===== config.mk =====
export PLATFORM = sky130hd
export DESIGN_NAME = song_recorder
export DESIGN_NICKNAME = d
export VERILOG_FILES = /design/src/rtl/song_pkg.sv /design/src/rtl/song_recorder.sv
export SDC_FILE = /design/constraint.sdc
export NUM_CORES = 1
export LEC_CHECK = 0
export ABC_AREA = 1
export CAP_MARGIN = 40
export CELL_PAD_IN_SITES_DETAIL_PLACEMENT = 1
export CELL_PAD_IN_SITES_GLOBAL_PLACEMENT = 1
export CORE_AREA = 2 2 74 104
export DETAILED_ROUTE_END_ITERATION = 8
export DIE_AREA = 0 0 76 106
export GPL_TIMING_DRIVEN = 0
export PLACE_DENSITY_LB_ADDON = 0.1
export SLEW_MARGIN = 5
export SYNTH_ARGS = -nofsm -noshare
export SYNTH_HDL_FRONTEND = slang
export SYNTH_SLANG_ARGS = --single-unit

===== constraint.sdc =====
create_clock -name clk -period 1.7 [get_ports clk]
set_clock_uncertainty 0.05 [all_clocks]
set_input_delay 0.425 -clock clk [delete_from_list [all_inputs] [get_ports clk]]
set_output_delay 0.425 -clock clk [all_outputs]
set_load 0.005 [all_outputs]

===== src/rtl/song_pkg.sv =====
`default_nettype none
// ============================================================================
//  Module : song_pkg
//  Brief  : Song byte format and state encodings shared by recorder and player.
//  Rev    : 1.0 - initial release
// ============================================================================
package song_pkg;

  localparam int DUR_W  = 4;
  localparam int TONE_W = 4;
  localparam int NOTE_W = DUR_W + TONE_W;

  // Duration field of zero marks the end of a song.
  localparam logic [NOTE_W-1:0] END_BYTE  = '0;
  localparam logic [TONE_W-1:0] TONE_REST = '0;

  typedef logic [1:0] rec_state_t;
  localparam rec_state_t ST_IDLE  = 2'd0;
  localparam rec_state_t ST_REC   = 2'd1;
  localparam rec_state_t ST_FLUSH = 2'd2;
  localparam rec_state_t ST_TERM  = 2'd3;

endpackage
`default_nettype wire


===== src/rtl/song_recorder.sv =====
`default_nettype none
// ============================================================================
//  Module : song_recorder
//  Brief  : Captures live tone/tick input as {dur,tone} note bytes for song RAM.
//  Rev    : 1.0 - initial release
// ============================================================================
module song_recorder
  import song_pkg::*;
#(
  parameter int ADDR_W = 8
) (
  input  logic              clk,
  input  logic              rst,
  input  logic              tick,
  input  logic [TONE_W-1:0] tone_in,
  input  logic              rec_start,
  input  logic              rec_stop,
  output logic              wr_en,
  output logic [ADDR_W-1:0] wr_addr,
  output logic [NOTE_W-1:0] wr_data,
  output logic              recording,
  output logic              full,
  output logic [ADDR_W-1:0] note_count
);

  localparam logic [DUR_W-1:0]  DUR_MAX   = '1;
  localparam logic [DUR_W-1:0]  DUR_SPLIT = DUR_MAX - DUR_W'(1);
  // Top address is kept for the terminator, so the last note lands one below.
  localparam logic [ADDR_W-1:0] ADDR_LAST_NOTE = {{(ADDR_W-1){1'b1}}, 1'b0};

  rec_state_t          state_q, state_d;
  logic [TONE_W-1:0]   cur_tone_q, cur_tone_d;
  logic [DUR_W-1:0]    cnt_q, cnt_d;
  logic [ADDR_W-1:0]   addr_q, addr_d;
  logic                wr_en_q, wr_en_d;
  logic [ADDR_W-1:0]   wr_addr_q, wr_addr_d;
  logic [NOTE_W-1:0]   wr_data_q, wr_data_d;
  logic                recording_q, recording_d;
  logic                full_q, full_d;
  logic [ADDR_W-1:0]   note_count_q, note_count_d;

  logic                note_wr;
  logic [DUR_W-1:0]    note_dur;
  logic [DUR_W-1:0]    tick_cnt;

  assign tick_cnt = {{(DUR_W-1){1'b0}}, tick};

  always_comb begin
    state_d      = state_q;
    cur_tone_d   = cur_tone_q;
    cnt_d        = cnt_q;
    addr_d       = addr_q;
    wr_en_d      = 1'b0;
    wr_addr_d    = wr_addr_q;
    wr_data_d    = wr_data_q;
    full_d       = full_q;
    note_count_d = note_count_q;
    note_wr      = 1'b0;
    note_dur     = cnt_q;

    case (state_q)
      ST_IDLE: begin
        if (rec_start) begin
          state_d      = ST_REC;
          addr_d       = '0;
          note_count_d = '0;
          full_d       = 1'b0;
          cur_tone_d   = tone_in;
          cnt_d        = '0;
        end
      end
      ST_REC: begin
        if (rec_stop) begin
          state_d = ST_FLUSH;
        end else if (tone_in != cur_tone_q) begin
          // A change before any tick is a selection glitch and is not stored.
          note_wr    = (cnt_q != '0);
          cur_tone_d = tone_in;
          cnt_d      = tick_cnt;
        end else if (tick && (cnt_q == DUR_SPLIT)) begin
          note_wr  = 1'b1;
          note_dur = DUR_MAX;
          cnt_d    = '0;
        end else if (tick) begin
          cnt_d = cnt_q + DUR_W'(1);
        end
      end
      ST_FLUSH: begin
        note_wr = (cnt_q != '0);
        cnt_d   = '0;
        state_d = ST_TERM;
      end
      ST_TERM: begin
        wr_en_d   = 1'b1;
        wr_addr_d = addr_q;
        wr_data_d = END_BYTE;
        state_d   = ST_IDLE;
      end
      default: state_d = ST_IDLE;
    endcase

    if (note_wr) begin
      wr_en_d      = 1'b1;
      wr_addr_d    = addr_q;
      wr_data_d    = {note_dur, cur_tone_q};
      addr_d       = addr_q + ADDR_W'(1);
      note_count_d = note_count_q + ADDR_W'(1);
      if (addr_q == ADDR_LAST_NOTE) begin
        full_d  = 1'b1;
        state_d = ST_TERM;
      end
    end

    recording_d = (state_d != ST_IDLE);
  end

  always_ff @(posedge clk or posedge rst) begin
    if (rst) begin
      state_q      <= ST_IDLE;
      cur_tone_q   <= TONE_REST;
      cnt_q        <= '0;
      addr_q       <= '0;
      wr_en_q      <= 1'b0;
      wr_addr_q    <= '0;
      wr_data_q    <= '0;
      recording_q  <= 1'b0;
      full_q       <= 1'b0;
      note_count_q <= '0;
    end else begin
      state_q      <= state_d;
      cur_tone_q   <= cur_tone_d;
      cnt_q        <= cnt_d;
      addr_q       <= addr_d;
      wr_en_q      <= wr_en_d;
      wr_addr_q    <= wr_addr_d;
      wr_data_q    <= wr_data_d;
      recording_q  <= recording_d;
      full_q       <= full_d;
      note_count_q <= note_count_d;
    end
  end

  assign wr_en      = wr_en_q;
  assign wr_addr    = wr_addr_q;
  assign wr_data    = wr_data_q;
  assign recording  = recording_q;
  assign full       = full_q;
  assign note_count = note_count_q;

endmodule
`default_nettype wire


==> Word-level counts from Yosys, hierarchy flattened <==
Cells that the tools add are included.
{ "classes": {"n_addsub": 3, "multipliers": 0, "div": 0, "order_cmp": 0, "n_eq_ne": 10, "shifts": 0, "muxes": 37, "n_bitwise": 0, "n_reduce_logical": 12} }
{ "ops": {"columns": ["operator", "count"], "rows": [
  ["2-to-1 mux 8 bit", 8],
  ["2-to-1 mux 4 bit", 12],
  ["adder 8 x 1 -> 8 bit (second input constant)", 2],
  ["case mux 4 bit (3 select lines)", 1],
  ["nonzero test 2 bit", 5],
  ["2-to-1 mux 1 bit", 9],
  ["== test 8 bit (second input constant)", 1],
  ["2-to-1 mux 2 bit", 4],
  ["case mux 2 bit (4 select lines)", 1],
  ["case mux 4 bit (2 select lines)", 1],
  ["AND reduction 4 bit", 2],
  ["!= test 2 bit (second input constant)", 3],
  ["adder 4 x 1 -> 4 bit (second input constant)", 1],
  ["== test 2 bit (second input constant)", 2],
  ["== test 4 bit (second input constant)", 1],
  ["!= test 4 bit", 1],
  ["!= test 4 bit (second input constant)", 1],
  ["nonzero test 4 bit", 1],
  ["nonzero test 3 bit", 1],
  ["== test 2 x 1 -> 1 bit (second input constant)", 1],
  ["logical NOT 2 bit", 1],
  ["case mux 1 bit (2 select lines)", 1],
  ["AND reduction 2 bit", 1],
  ["logical AND 1 bit", 1]
]} }
{ "word_totals": {"ff_bits": 45, "latch_bits": 0, "ram_bits": 0, "romBits": 0, "out_inout_bits": 27, "word_cells": 72, "n_memories": 0} }

==> Longest topological paths before layout <==
Gate-level depths: netlist of the first run.
{ "depth": {"depth_word": 8, "ltp_mapped": 12} }

==> Worst setup path after synthesis of the first run <==
No wires, ideal clock.
{ "synth_timing": {"path_type": "reg2reg", "start": "register state_q[1]", "end": "register wr_addr_q[2] (netlist: wr_addr[2])", "setup_ns": 0.118, "arrival_ns": 1.500, "required_ns": 1.532, "slack_ns": 0.032, "stages_incl_launch_ff": 11, "path_buffers": 1, "period_less_slack_ns": 1.668, "path_cell_list": "dfrtp_1 > inv_1 > ha_1 > inv_1 > nor2_1 > nand3_2 > nand2_4 > nand2_8 > buf_6 > nand3_1 > nand2_1"} }
{ "synth_via": {"elab_chain_cells": 3} }
{ "synth_rtl": {"columns": ["element", "line", "text"], "rows": [
  ["start: declaration", "song_recorder.sv:31", "rec_state_t state_q, state_d;"],
  ["start signal: assignment", "song_recorder.sv:130", "state_q <= state_d;"],
  ["== test 2 bit / == test 2 x 1 -> 1 bit (equally long branches)", "song_recorder.sv:61", "case (state_q)"],
  ["case mux 1 bit (2 select lines)", "song_recorder.sv:61", null],
  ["2-to-1 mux 8 bit / nonzero test 2 bit (equally long branches)", null, null],
  ["end signal: assignment", "song_recorder.sv:135", "wr_addr_q <= wr_addr_d;"],
  ["end: declaration", "song_recorder.sv:36", "logic [ADDR_W-1:0] wr_addr_q, wr_addr_d;"]
]} }
Several ways; a longest one is shown, not always the timed one.
A chain may end at the register's enable or synchronous reset.

==> Worst setup path after layout of the first run <==
Ends and elaborated chain as after synthesis.

==> results, run 1 <==
- The number of cells traversed by the worst register-to-register path is 11.
- After filler insertion, the fill cell instance count of the layout stands at 852.
- The total count of max-transition violations in the final report is 0.
- The number of endpoints with negative hold slack in the final report was 0.
- The headroom to the max-slew limit is 0.723.
- The analysis attributes to cell leakage a power of 1.92 nW.
- In this run the deepest clock path goes through 2 buffers.
- In this run, synthesis inferred 0 flip-flops with an integrated enable.
- In this run the worst setup path begins at state_q[1].
- The clock insertion delay at the later pin of the skew report is 0.31 ns.
- Clock tree synthesis found a total of 45 sinks.
- Dividing the final minimum period by the clock period gives 0.996.
- The initial antenna violation count was 0.
- The first-iteration detailed-routing DRC count is 115.
- The largest net degree at the start of global routing is 30.
- The growth of design area from synthesis to finish is 45.4%.
- Derived from the worst setup path, the maximum achievable clock frequency is 590 MHz.
- The number of vias per cell is 4.92.
- The netlist area before placement is 2550 um^2.
- The maximum resistive drop on vdd is 0.000847 V.
- The number of clock buffers added by TritonCTS is 5.
- The part of the Yosys area used for sequential elements is 0.442.
- The synthesized netlist net count is 314.
- The largest driver fanout on the critical path is 7.
- The cell area reported after detailed placement is 3040 um^2.
- The sequential fraction of design power is 0.305.
- The number of buffers inserted by hold repair at cts is 0.
- Setup repair after global routing could not meet its margin everywhere.
- The number of levels the H-tree was split into is 2.
- In this run the core area contains 37 standard-cell rows.
- Before antenna repair, the detailed router went through 4 iterations.
- At the pin with the least slew margin, the transition time is 0.415 ns.
- The most critical setup path has its endpoint at wr_addr[2].
- For this design, the slowest cell found on the critical path is dfrtp_1.
- For the worst setup path, the data arrival time is 1.89 ns.
- In the final timing run, aggregate negative setup slack is 0 ns.
- The most used flip-flop cell after synthesis is dfrtp_1.
- The number of storage elements in the synthesis netlist is 45.
- The launching point of the worst reg2reg path is state_q[1].
- The TritonCTS clock tree is yes.
- The via count of the first global-routing pass came to 2501.
- The worst setup path is captured at a register.
- The initial cell density of the core is 0.355.
- The quantity of I/O buffers inserted on ports is 35.
- The core region is 7180 um^2.
- With fillers left out, the area of the finished cells amounts to 3710 um^2.
- The number of warnings reported in the yosys synthesis log is 0.
- The share of total power dissipated in combinational logic is 0.540.
- The proportion of synthesized flip-flops having asynchronous set or reset is 1.00.
- The clock transition time at the flip-flop clock pins of the worst setup and hold paths is 0.10 ns.
- The critical path contains buffers and inverters numbering 3 combined.
- The area of the die is 8060 um^2.
- The power share of the clock group is 0.155.
- The first global-routing pass estimated 12300 um of wire.
- The worst setup path is launched from a register.
- The required time at the endpoint of the critical path is 1.90 ns.
- Dividing the detail-routed wire length by the instance count gives 15.6 um.
- The delay of the slowest critical-path stage is 0.40 ns.
- The synthesized design spends more area on one cell type than any other, namely dfrtp_1.
- The detail route stage leaves a number of antenna-violating nets equal to 0.
- Yosys attributes the largest share of cell area to dfrtp_1, nand2_1, nand3_2.
- The critical path is of the register to register type.
- At the end of the flow, the number of nets in the layout was 400.
- The via count is 2355.
- The min-delay analysis places its worst path in the category input port to async pin.
- The cell at the root of the clock tree is clkbuf_8.
- The power density normalized to cell area is 1220 nW/um^2.
- The count of cell types in the netlist is 33.
- In this run the number of cells on the critical path is 11.
- For flop-to-flop paths, the worst setup slack is 0.006 ns.
- Summed over all layers, the global routing overflow is 0.
- In this run the critical register-to-register path is captured at wr_addr[2].
- The flow ran to the end, and the final reports show no timing, DRC or antenna violations.
- The number of placed I/O pins is 36.
- The total of max-cap violations is 0.
- The critical path goes through inv_2 > ha_4 > clkinvlp_4 > nor2_4 > nand3_2 > nand2_4 > nand2_8 > buf_8 > nand2_8 > nand2_1 > nand2_1.
- The post-detailed-route DRC marker count is 0.
- Synthesis handed over a netlist of 295 instances.
- The switching power share of the total is 0.425.
- The overall routing resource usage is 0.193.
- The weighted congestion at the end of routability-driven global placement is 0.836.
- Setup violations remaining at the end of the flow were counted as 0.
- The die span in y is 106 um.
- The worst path needs 1.69 ns of the cycle, external delays included.
- Of the cells placed in the final design, the portion with a size suffix greater than 1 is 0.346.
- The internal power component is 0.00261 W.
- The width of the die is 76 um.
- The top cell type's share of synthesized area is 0.442.
- Grouping stages by cell kind, the critical path spends the most delay in simple AND/OR/NAND/NOR gates.
- Summed over all nets, the switching power comes to 0.00193 W.
- The routed design has 7480 um of wire.
- The number of antenna cells inserted is 0.
- The synthesized area per cell is 8.64 um^2.
- Summed over all nets, the half-perimeter wirelength after detailed placement is 4800 um.
-- power groups by stage --
stage               Combinational, W  Sequential (W)  Clock (W)
floorplan                    0.00106         0.00141          0
global placement             0.00163         0.00144          0
detailed placement           0.00167         0.00144          0
CTS                          0.00223         0.00139   0.000726
global route                 0.00268         0.00141   0.000761
finish                       0.00245         0.00139   0.000703
-- area by class of cell --
| type | instances | area, um^2 | area share |
|---|---|---|---|
| clock buffers | 5 | 68.8 | 0.0186 |
| flip-flops and latches | 45 | 1130 | 0.305 |
| repair buffers | 78 | 751 | 0.202 |
| well taps | 97 | 121 | 0.0327 |
| clock inverters | 3 | 21.3 | 0.00574 |
| plain buffers | 11 | 115 | 0.0310 |
| inverters | 31 | 121 | 0.0327 |
| multi-input cells | 209 | 1380 | 0.372 |
-- worst min-delay path by stage --
stage | startpoint | endpoint | slack [ns] | depth (start not counted)
3_3_place_gp | full | full | 0.42 | 2
6_report | rst | wr_addr[1] | 0.37 | 2
5_1_grt | rst | wr_addr[0] | 0.40 | 2
3_5_place_dp | full | full | 0.42 | 2
2_1_floorplan | full | full | 0.42 | 2
4_1_cts | rst | wr_addr[1] | 0.38 | 2
-- cells by family (layout without fill, tap and decap cells) --
| logic type | Yosys count | after routing | share of synthesized area |
|---|---|---|---|
| xor+xnor | 8 | 8 | 0.0275 |
| buf+inv | 42 | 128 | 0.0795 |
| compound gates | 20 | 20 | 0.0461 |
| flops | 45 | 45 | 0.442 |
| fa+ha+maj | 10 | 10 | 0.0491 |
| simple gates | 170 | 171 | 0.356 |
-- what timing repair did --
action                                  4_1_cts  5_1_grt
resized for setup                            42       27
cloned                                        3        0
endpoints found under the setup margin       53       53
buffers inserted                             33        7
pin swaps                                    16       16
-- Yosys cell counts (3+ instances only) --
cell and number:
inv_1 29, o21ai_0 10, nand4_1 10, dfrtp_1 45, buf_4 3, nor2_1 11, nand3_2 21, xnor2_1 3
nand2_2 3, nand2_1 77, xor2_1 5, nand3_1 38, ha_1 10, buf_2 3
-- routing by layer --
metal	wire length (um)	share of wire	vias up	track usage
met4	98	0.013	0	0.0649
met5	0	0	-	0
met1	3020	0.40	1173	0.224
met2	4180	0.56	38	0.366
met3	174	0.023	9	0.0229
li1	-	-	1135	-
-- cells in the final DEF (no fill, tap or decap), types with 2 or more instances in the layout --
| cell | count |
|---|---|
| buf_8 | 6 |
| buf_4 | 39 |
| dfrtp_1 | 42 |
| nand2_8 | 3 |
| clkdlybuf4s50_1 | 25 |
| nand2_2 | 16 |
| nand3_1 | 32 |
| dfrtp_2 | 3 |
| nor2_1 | 9 |
| dlymetal6s2s_1 | 6 |
| buf_6 | 2 |
| clkinvlp_4 | 2 |
| buf_16 | 2 |
| o211ai_1 | 2 |
| nand3b_1 | 2 |
| inv_2 | 6 |
| o21ai_0 | 10 |
| xnor2_1 | 3 |
| inv_1 | 23 |
| nor2_4 | 3 |
| clkbuf_4 | 2 |
| dlygate4sd2_1 | 4 |
| ha_1 | 8 |
| nand4_1 | 10 |
| xor2_1 | 5 |
| clkbuf_8 | 5 |
| clkinv_2 | 2 |
| buf_2 | 2 |
| ha_4 | 2 |
| nand2_1 | 64 |
| nand3_2 | 27 |
-- state kept, by name, summed over array words and instances, names as in the netlist --
| register | flops |
|---|---|
| wr_data | 8 |
| recording | 1 |
| note_count | 8 |
| cnt_q | 4 |
| wr_addr | 8 |
| state_q | 2 |
| wr_en | 1 |
| full | 1 |
| cur_tone_q | 4 |
| addr_q | 8 |
-- stage by stage --
step	setup WS (ns)	power [W]	std cells	hold slack [ns]	util
6_report	0.00650	0.00454	479	0.371	0.517
5_1_grt	-0.105	0.00485	479	0.404	0.517
4_1_cts	0.00876	0.00434	472	0.379	0.495
3_5_place_dp	-0.545	0.00311	428	0.420	0.424
3_3_place_gp	-0.913	0.00307	427	0.421	0.421
2_1_floorplan	0.0321	0.00248	295	0.424	-
(Power assumes the default switching activity.)
==> inputs of run 2 (changes only) <==
--- a/config.mk
+++ b/config.mk
@@ -13,7 +13,7 @@
 export DETAILED_ROUTE_END_ITERATION = 8
 export DIE_AREA = 0 0 76 106
 export GPL_TIMING_DRIVEN = 0
-export PLACE_DENSITY_LB_ADDON = 0.1
+export PLACE_DENSITY_LB_ADDON = 0.3
 export SLEW_MARGIN = 5
 export SYNTH_ARGS = -nofsm -noshare
 export SYNTH_HDL_FRONTEND = slang
==> run 2 against run 1 <==
  * The flow now finishes with violations (setup timing)
  * Register-to-register slack worse by 0.04 ns
  * Cell count down 2.1%
  * Worst setup slack worse by 0.035 ns
  * Critical path depth unchanged
  * Non-clock buffer count down 10
==> results, run 2 (synthesis gave the netlist of run 1 again) <==
- The core area is 7180 um^2.
- The number of clock sinks seen by CTS is 45.
- The first routing iteration left 77 violations.
- The pre-antenna-repair detailed-routing pass consisted of 4 iterations.
- The HPWL reported at the end of detailed placement is 4740 um.
- The count of placed standard cells including taps is 428.
- The first-pass GRT wire length is 11800 um.
- The portion of the clock cycle consumed by the worst path in the final layout is 1.02.
- Across all register-to-register paths, the minimum setup slack is -0.03 ns.
- The residual antenna-violating net count after detailed routing is 0.
- The required time at the endpoint of the critical path is 1.90 ns.
- Setup repair after global routing could not meet its margin everywhere.
- The number of endpoints with negative hold slack in the final report is 0.
- The filler-free cell count of the finished design is 469.
- STA classifies the critical path endpoint as a register.
- The worst-case clock buffer depth is 2.
- Entering global routing, the biggest net connects 35 pins.
- The launching point of the worst reg2reg path is cnt_q[0].
- The checks that failed: setup timing.
- The pin slew with the least headroom to its limit is 0.379 ns.
- During I/O placement, the number of pins put on the boundary was 36.
- The quantity of I/O buffers inserted on ports is 35.
- The via count is 2299.
- The largest driver fanout on the critical path is 6.
- For this run, design rule violations remaining after detail routing come to 0.
- The cell at the root of the clock tree is clkbuf_8.
- The weighted congestion at the end of routability-driven global placement is 0.854.
- The total wire length after detailed routing is 7240 um.
- The final cell area excluding filler cells is 3590 um^2.
- The floorplan step defined a die boundary enclosing 8060 um^2.
- In the routed layout, each cell is associated on average with a via count of 4.90.
- The via count of the first global-routing pass is 2460.
- The initial antenna violation count is 0.
- The die span in y is 106 um.
- Measured in cells, the most critical reg-to-reg path has a length of 11.
- The share of post-route cells with drive strength above 1 is 0.301.
- The leakage dissipation is 1.79 nW.
- The clock tree synthesis step divided the H-tree into 2 levels.
- Clock-pin slew was measured on the worst setup and hold paths at 0.09 ns.
- The minimum setup slack after placement is -0.501 ns.
- The library cell used most frequently in the layout, excluding fill and tap cells, is nand2_1.
- After layout, the worst setup slack is -0.0290 ns.
- The flow ran to the end, but the final reports show violations.
- From left edge to right edge, the die measures 76 um.
- Across every metal layer, demand over resource in global routing totals 0.184.
- The delay of the slowest critical-path stage is 0.47 ns.
- Compared with the post-synthesis result, the final layout area differs by 40.7%.
- The clock period minus worst slack is 1.73 ns.
- The worst-case IR drop observed on VDD is 0.000678 V.
- Setup violations remaining at the end of the flow were counted as 20.
- The final routed wire length divided by cell count is 15.4 um.
- For this run the aggregate overflow at the end of global routing stands at 0.
- Across the run, the number of max-cap violations was 0.
- The cell area reported after detailed placement is 3040 um^2.
- The endpoint identified for the worst register-to-register timing path is wr_addr[7].
- The worst hold path class is input port to async pin.
- The clock insertion delay at the later pin of the skew report is 0.30 ns.
- Power spread over the standard cell area amounts to 1240 nW/um^2.
- The signal on the critical path passes through inv_4 > ha_4 > nand4_1 > nand3_2 > nand3_2 > nand2_4 > nand2_8 > buf_6 > nand2_4 > nand2_2 > nand2_2.
- The headroom to the max-slew limit is 0.747.
- The top cell types in the final layout, fill and taps aside, are nand2_1, dfrtp_1, nand3_1.
- The overall power is 0.00446 W.
- Timing would allow up to 578 MHz.
- For this design, the slowest cell found on the critical path is dfrtp_2.
- The number of antenna diodes in the final layout is 0.
- The total number of nets in the final design is 390.
- The startpoint type of the worst setup path is a register.
- The data arrival time of the critical path is 1.93 ns.
- The TritonCTS clock tree is yes.
- The total count of max-transition violations in the final report came to 0.
- The standard-cell row count is 37.
- For this configuration, the core starts out at a cell density of 0.355.
- The number of CTS-inserted buffers is 5.
- The worst setup path is of the register to register kind.
-- run 2: layout make-up --
cell class / instances / area, um^2
well taps: 97 / 121
flip-flops and latches: 45 / 1130
clock buffers: 7 / 86.3
repair buffers: 68 / 634
multi-input cells: 209 / 1360
fillers: 835 / 3590
inverters: 31 / 120
clock inverters: 1 / 30.0
plain buffers: 11 / 105
-- run 2: critical path: cells and delay by family (launching register included) --
family	cells	cell delay (ns)
buffers and inverters	2	0.26
DFF	1	0.47
and+or+nand+nor	8	0.78
adders and majority gates	1	0.12
-- run 2: metrics by stage --
stage | hold WS, ns | TNS, ns | utilization
final | 0.326 | -0.281 | 0.500
after detailed placement | 0.445 | -19.42 | 0.424
after floorplan | 0.424 | 0 | -
after global placement | 0.442 | -56.17 | 0.421
after CTS | 0.333 | 0 | 0.477
after global routing | 0.364 | -4.24 | 0.500
-- run 2: where the power goes --
group	switching [W]	internal, W	leakage, nW
sequential	0.000150	0.00125	0.609
clock	0.000387	0.000480	0.0585
combinational	0.00129	0.000901	1.13
total	0.00182	0.00264	1.79
-- run 2: how the worst max path moves through the flow --
stage | from | endpoint | slack [ns] | depth (start not counted)
finish | cnt_q[0] | wr_addr[7] | -0.03 | 11
detailed placement | tone_in[1] | addr_q[7] | -0.50 | 13
global route | state_q[0] | cur_tone_q[3] | -0.17 | 10
CTS | cnt_q[0] | wr_addr[7] | 0.002 | 11
global placement | rst | state_q[0] | -0.86 | 2
floorplan | state_q[1] | wr_addr[2] | 0.03 | 10
-- run 2: timing repair --
item,4_1_cts,5_1_grt
gates resized for setup,26,30
setup endpoints to repair,52,48
hold endpoints to repair,0,0
gates cloned,2,0
pin swaps,5,8
buffers inserted,22,9
hold buffers,0,0
-- run 2: layer usage --
metal / track usage / share of wire / up-vias
met5: 0 / 0 / -
met4: 0.0714 / 0.022 / 0
met3: 0.0238 / 0.018 / 12
met2: 0.354 / 0.56 / 28
met1: 0.205 / 0.40 / 1140
li1: - / - / 1119
==> inputs of run 3 (changes only) <==
--- a/config.mk
+++ b/config.mk
@@ -5,13 +5,12 @@
 export SDC_FILE = /design/constraint.sdc
 export NUM_CORES = 1
 export LEC_CHECK = 0
-export ABC_AREA = 1
-export CAP_MARGIN = 40
+export ABC_AREA = 0
 export CELL_PAD_IN_SITES_DETAIL_PLACEMENT = 1
 export CELL_PAD_IN_SITES_GLOBAL_PLACEMENT = 1
-export CORE_AREA = 2 2 74 104
+export CORE_AREA = 2 2 71 100
 export DETAILED_ROUTE_END_ITERATION = 8
-export DIE_AREA = 0 0 76 106
+export DIE_AREA = 0 0 73 102
 export GPL_TIMING_DRIVEN = 0
 export PLACE_DENSITY_LB_ADDON = 0.3
 export SLEW_MARGIN = 5
==> run 3 against run 2 <==
  * The run still ends with setup timing left
  * Flip-flop and latch count stayed put
  * Worst setup slack worse by 0.45 ns
  * Global-route usage grew 0.76 points
  * Critical path type unchanged
  * Critical endpoint is now note_count[7]
  * Largest power group unchanged
==> results, run 3 <==
- The element type at the critical path end is a register.
- The tree is rooted in a clkbuf_8.
- The minimum setup slack after placement is -1.33 ns.
- For this design the ratio of total power to cell area is 1250 nW/um^2.
- The initial antenna violation count is 0.
- Clock-pin slew was measured on the worst setup and hold paths at 0.09 ns.
- Summing every instance area after synthesis gives 2420 um^2.
- Synthesis produced 237 cells.
- In this run, placement finished with an instance count of 347.
- The cell that appears most often on the critical path is buf_12.
- For this run the aggregate overflow at the end of global routing stands at 0.
- The count of cell types in the netlist is 40.
- The worst-case IR drop observed on VDD is 0.000502 V.
- The met2 layer usage reported by global route is 0.333.
- The overall routing resource usage is 0.192.
- The leading cell type in the layout, fill and taps excluded is dfrtp_1.
- Data arrives at the worst endpoint at 2.35 ns.
- The HPWL after detailed placement is 4220 um.
- Of the synthesized area, sequential elements account for 0.465.
- Routability-driven placement finished with a final weighted congestion of 0.812.
- After synthesis, the cell types taking the most area are dfrtp_1, mux2_2, ha_1.
- The worst hold path belongs to the class input port to async pin.
- Setup repair after global routing could not meet its margin everywhere.
- CTS saw 45 sinks.
- Summed over all cells, the static leakage comes to 1.69 nW.
- The most used routing layer in global routing is met2.
- In the layout the commonest cells are dfrtp_1, clkdlybuf4s50_1, buf_4.
- Using the TritonRoute via totals, the vias-per-cell ratio works out to 5.43.
- The clock insertion delay at the later pin of the skew report is 0.30 ns.
- The pin slew with the least headroom to its limit is 0.474 ns.
- The number of nets handed over by synthesis was 256.
- The clock tree synthesis step divided the H-tree into 2 levels.
- Counting both buffers and inverters, the worst setup path holds a total of 3.
- For this run, the top clock speed supported by timing is 459 MHz.
- The number of storage elements in the synthesis netlist is 45.
- The number of antenna cells inserted is 0.
- The final routed wire length divided by cell count is 17.6 um.
- Before antenna repair, the detailed router went through 4 iterations.
- The flop-to-flop setup slack is -0.48 ns.
- The first-iteration detailed-routing DRC count is 45.
- The filler cell count is 697.
- The initial cell density of the core is 0.371.
- In this run the remaining antenna-violating nets after routing total 0.
- During synthesis, Yosys emitted a total of 0 warnings.
- The core area is 6530 um^2.
- The run finished, with violations left.
- The largest net degree at the start of global routing is 34.
- On the worst path, the slowest cell contributes a delay of 0.47 ns.
- 36 I/O pins were placed.
- Counting flops with a built-in enable in the synthesized netlist gives 0.
- The total of max-cap violations is 0.
- The most common cell in the synthesized netlist is dfrtp_1.
- The standard cell with the maximum stage delay on the critical path is dfrtp_2.
- The dominant delay contributor by cell family on the critical path is simple AND/OR/NAND/NOR gates.
- The synthesized area per cell is 10.2 um^2.
- Leaving out filler cells and counting taps, the final layout contains 388.
- The via count of the first global-routing pass is 2220.
- Measured along the y axis, the die boundary spans 102 um.
- The portion of the clock cycle consumed by the worst path in the final layout is 1.28.
- The final layout contains 332 nets.
- Setup violations remaining at the end of the flow were counted as 45.
- Measured against its own limit, the worst slew margin works out to 0.681.
- The clock passes through at most 2 buffers.
- The width of the die is 73 um.
- The met3 usage in global routing is 0.0266.
- Once layout is complete, the utilization of the core stands at 0.550.
- In the global route stage, met1 resource usage came out at 0.226.
- The area of the die is 7450 um^2.
- For this run, design rule violations remaining after detail routing come to 0.
- Across all setup checks in the final design, the least slack found is -0.481 ns.
- The leading area contributor after synthesis is dfrtp_1.
- The standard-cell row count is 35.
- The first-pass GRT wire length is 10900 um.
- The proportion of synthesized flip-flops having asynchronous set or reset is 1.00.
- The final route contains 2106 vias.
- Of the cells placed in the final design, the portion with a size suffix greater than 1 is 0.363.
- The number of endpoints with negative hold slack in the final report is 0.
- The clock period minus worst slack is 2.18 ns.
- The most used flip-flop cell after synthesis is dfrtp_1.
- The area taken by flip-flops and latches is 1130 um^2.
- For the final routed database, the setup TNS stands at -15.72 ns.
- Of the post-synthesis cell area, the dominant cell type holds 0.465.
- The footprint of the multi-input gates is 1420 um^2.
- After synthesis, the most frequently instantiated cells are dfrtp_1, inv_1, nand2_1.
- The total count of max-transition violations in the final report was 0.
- STA classifies the critical path startpoint as a register.
- The area growth from synthesis to layout is 48.2%.
- TritonCTS created 5 clock buffers.
- TritonCTS built the clock tree.
- The final reports fail on setup timing.
- Traced cell by cell, the critical path runs through inv_4 > ha_4 > and3b_2 > nand2_2 > mux2i_4 > buf_12 > or3b_4 > buf_12 > o221ai_2.
- In this run the tool buffered the top-level ports with 35 buffer cells.
- The total wire length after detailed routing is 6810 um.
- The worst setup path category is register to register.
- Along the worst path, the maximum fanout reaches 5.
- The worst hold margin is 0.325 ns.
- The required time at the endpoint of the critical path is 1.87 ns.
==> run 3: cell types whose count changed in the layout (fill, tap and decap cells not counted), sizes merged, moves of 4 or more <==
cell	before	now
nand4	10	2
buf	42	38
o31ai	0	5
mux2i	0	7
nor2b	0	5
o221ai	0	7
mux2	0	12
o21ai	12	23
nand2	84	22
and3	0	4
nand3	59	7
inv	30	22
o41ai	0	6
nor2	13	17
==> run 3: final timing paths <==
check,cells past startpoint,to,startpoint
worst max-delay path,9,note_count[7],state_q[0]
worst min-delay path,2,wr_addr[2],rst
worst max register to register,9,note_count[7],state_q[0]
worst min register to register,2,full,full
max in group asynchronous,3,cnt_q[0],rst
min in group clk,2,full,full
==> run 3: through the flow <==
stage / power (W) / area, um^2
finish: 0.00449 / 3590
global route: 0.00474 / 3590
CTS: 0.00429 / 3430
detailed placement: 0.00302 / 2980
global placement: 0.00296 / 2960
floorplan: 0.00246 / 2510
==> run 3: where the power goes <==
part / internal, W / switching (W)
Sequential: 0.00129 / 0.000208
Clock: 0.000330 / 0.000381
Combinational: 0.00123 / 0.00105
Total: 0.00285 / 0.00164
==> run 3: per-layer routing <==
metal,vias to the layer above,part of all wire
met4,0,0.036
li1,985,-
met1,1058,0.41
met5,-,0
met2,49,0.52
met3,14,0.030
==> run 3: logic make-up after synthesis <==
logic type,after synthesis,synth area share
buffers and inverters,30,0.0491
AO/OA/AOI/OAI,55,0.168
XOR/XNOR,7,0.0253
flip-flops,45,0.465
AND/OR/NAND/NOR,71,0.154
multiplexers,19,0.0863
adder cells (fa/ha/maj),10,0.0517
==> run 3: area by class of cell <==
type                    instances  area share
clock inverters                 2     0.00384
repair buffers                 71       0.194
flip-flops and latches         45       0.315
multi-input cells             162       0.396
clock buffers                   6      0.0230
inverters                      22      0.0237
well taps                      74      0.0258
plain buffers                   6      0.0181
==> run 3: repair_timing <==
item | in CTS | in global routing
endpoints found under the hold margin | 0 | 0
pin swaps | 9 | 9
gates resized for setup | 50 | 30
buffers inserted | 26 | 9
endpoints found under the setup margin | 52 | 49
cloned | 1 | 0
hold buffers | 0 | 0
==> RTL edit 1 (config.mk and constraints of run 1) <==
Set the parameter `ADDR_W` to 9 (it was 8).
--- a/src/rtl/song_recorder.sv
+++ b/src/rtl/song_recorder.sv
@@ -9,3 +9,3 @@
 #(
-  parameter int ADDR_W = 8
+  parameter int ADDR_W = 9
 ) (
Ports: changed (resized note_count and wr_addr); port bits go from 36 to 38. No check against the original RTL was run, so the function may have changed too.
==> RTL edit 1 against run 1 <==
The flow now finishes with violations (setup timing). Final area decreased by 0.24%. Global-route usage increased by 0.29 points. Total power decreased by 0.26%. Largest cell class unchanged. Setup slack got worse by 0.033 ns. Routed wire length increased by 4.6%. Synthesized area increased by 0.44%. Sequential cell count increased by 3.
==> RTL edit 1: results <==
set metrics [dict create \
    status "complete, but fails checks" \
    violations "setup timing" \
    slowest_stage "dfrtp_2" \
    numCtsBuffers 5 \
    layout.nets 409 \
    dpl-instance-area_um2 3070 \
    ys_types 29 \
    comb.multi_input.count 223 \
    multi_input_area_share 0.365 \
    cp_max_fo 7 \
    final_cells 487 \
    regArea_um2 1200 \
    met2_usage 0.390 \
    gp_congestion 0.793 \
    post_cts_resized 56 \
    max_stage_delay_ns 0.46 \
    dp_hpwl_mm 4.96 \
    leakagePower_uw 0.00196 \
    grtUsageMet1 0.212 \
    grt_pass1_wl_mm 12.6 \
    grt_pass1_vias 2535 \
    dp_cells 450 \
    drt-wirelength-per-cell_um 16.1 \
    synth.area.top_cells "dfrtp_1 47%, nand2_1 12%, nand3_1 11%, ha_1 4.9%, inv_1 4.5%" \
    port_buffers 37 \
    met1Wirelength_mm 3.01 \
    post-cts-setup-buffer-count 20 \
    postLayoutSetupSlackWorst_ns -0.0268 \
    tns_ns -0.235 \
    inv_count 34 \
    worst_ir_drop_vdd_mv 0.594 \
    wl_met2_mm 4.49 \
    seq_share 0.326 \
    clkCellAreaFrac 0.0260 \
    fill_cells 850 \
    dr_wl_met3_um 166 \
    diodes 0 \
    met3_usage 0.0238 \
    dp_slack_ns -0.623 \
    netlist_top_cells_count "85 x nand2_1, 58 x nand3_1, 48 x dfrtp_1" \
    reg2reg_depth 12 \
    whs_ns 0.379 \
    grtUsageTotal 0.196 \
    worst_slew_pin_slew_ns 0.415 \
    grt_max_degree 32 \
    clk_latency_ns 0.31 \
    yosysSeqAreaShare 0.469 \
    finalSetupViolCount 15 \
    path_delay_family "simple AND/OR/NAND/NOR gates" \
    syn_nets 334 \
    top_layer_used "met4" \
    nonClockBufferCount 78 \
    syn_inst 315 \
    regToRegStartpoint "cnt_q[1]$_DFFE_PP0P_" \
    vias 2490 \
    buffer_area_frac 0.214 \
    dr.first_iter.drc_count 91 \
    ys_ff_latch 48 \
    layout-drive-gt1-share 0.264 \
    reg2reg_to "wr_addr[2]$_DFFE_PP0P_" \
]
## RTL edit 1: kinds of logic after synthesis
| family | Yosys count | synth area share |
|---|---|---|
| and+or+nand+nor | 182 | 0.329 |
| DFF | 48 | 0.469 |
| buffers and inverters | 45 | 0.0772 |
| AOI/OAI and AO/OA | 22 | 0.0489 |
| adders and majority gates | 10 | 0.0489 |
| xor gates and xnor gates | 8 | 0.0274 |
## RTL edit 1: where the power goes
part	total (µW)	internal [µW]	switching, µW
Sequential	1470	1330	138
Clock	763	364	399
Combinational	2300	951	1350
Total	4530	2640	1890
## RTL edit 1: worst max path at each step
stage	slack (ns)	depth (start not counted)	end
floorplan	0.01	10	wr_addr[2]$_DFFE_PP0P_
global placement	-0.98	2	state_q[1]$_DFF_PP0_
detailed placement	-0.62	13	note_count[1]$_DFFE_PP0P_
CTS	-0.008	13	wr_addr[0]$_DFFE_PP0P_
global route	-0.14	13	wr_addr[8]$_DFFE_PP0P_
finish	-0.03	12	wr_addr[2]$_DFFE_PP0P_
==> RTL edit 2 (settings of run 1) <==
Made on the original files. Register the output `note_count` once more, without a reset; this adds one clock of latency there. The other outputs are not delayed to match.
--- a/src/rtl/song_recorder.sv
+++ b/src/rtl/song_recorder.sv
@@ -147,3 +147,5 @@
   assign full       = full_q;
-  assign note_count = note_count_q;
+  always_ff @(posedge clk) begin
+    note_count <= note_count_q;
+  end
 
Behaviour: not the same (a bounded check fails within 4 cycles, from zero or initial values and one cycle with rst high).
==> RTL edit 2 against run 1 <==
Hold slack worse by 0.025 ns. Synthesized area is 2.6% higher. Final area is 1.8% lower. Total power is 2.4% lower. Combinational power is 14% lower. Clock power is 3.7% higher. Sequential cell count is 8 higher. Maximum frequency is 0.44% higher. Critical endpoint is now cur_tone_q[0]$_DFFE_PP0P_. Critical path type unchanged. Core utilization is 0.92 points lower. Sequential power is 16% higher. Routed wire length is 8.6% lower. Non-clock buffer count is 16 lower. Setup slack better by 0.0075 ns.
==> RTL edit 2: results <==
set metrics [dict create \
    critPathArrivalTime_ns 1.84 \
    grtUsageTotal 0.178 \
    netlist_top_cells_count "77 x nand2_1, 53 x nand3_1, 45 x dfrtp_1" \
    slowest_stage "dfrtp_2" \
    synth_xor_area_frac 0.0268 \
    dp_cells 434 \
    vias 2321 \
    met3_usage 0.0255 \
    async_flop_share 0.849 \
    ys_types 31 \
    layout-drive-gt1-share 0.272 \
    fill_cells 855 \
    dpl-instance-area_um2 3110 \
    leakagePower_uw 0.00186 \
    cp-endpoint "cur_tone_q[0]$_DFFE_PP0P_" \
    status "finished clean" \
    routed_wl_mm 6.83 \
    dp_hpwl_mm 4.81 \
    dr_wl_met3_um 164 \
    cp_max_fo 8 \
    final_cells 469 \
    yosys.area_share.adder 0.0478 \
    yosysSeqAreaShare 0.491 \
    postSynthAreaPerCell_um2 8.70 \
    synth_compound_gate_area_share 0.0497 \
    max_slew_margin 0.751 \
    max_stage_delay_ns 0.45 \
    synth.area.top_cells "dfrtp_1 43%, nand2_1 11%, nand3_1 10%, dfxtp_1 6.1%, ha_1 4.8%" \
    gp_congestion 0.818 \
    grt_pass1_vias 2417 \
    period_share 0.992 \
    wl_met2_mm 3.89 \
    reg2reg_depth 8 \
    dr.first_iter.drc_count 114 \
    dp_slack_ns -0.511 \
    whs_ns 0.347 \
    grtUsageMet1 0.197 \
    syn_nets 320 \
]
-- RTL edit 2: cell count changes after synthesis, moves of 3 or more --
cell	delta
clkbuf_1	+3
dfxtp_1	+8
nand3_1	+15
nand3_2	-14
-- RTL edit 2: repair_timing --
item | 4_1_cts | 5_1_grt
setup endpoints to repair | 47 | 49
resized for setup | 39 | 31
setup buffers | 11 | 13
pin swaps | 9 | 17
endpoints found under the hold margin | 0 | 0
gates cloned | 2 | 1
-- RTL edit 2: final cells by class --
class	instances	area (µm²)	share of cell area
multi-input combinational	208	1300	0.357
sequential	53	1290	0.354
timing repair buffer	62	629	0.173
tap	97	121	0.0333
inverter	30	116	0.0320
buffer	11	92.6	0.0254
clock buffer	5	68.8	0.0189
clock inverter	3	21.3	0.00584
-- RTL edit 2: where the power goes --
part | switching, µW | internal [µW]
sequential | 157 | 1450
clock | 436 | 293
combinational | 1200 | 895
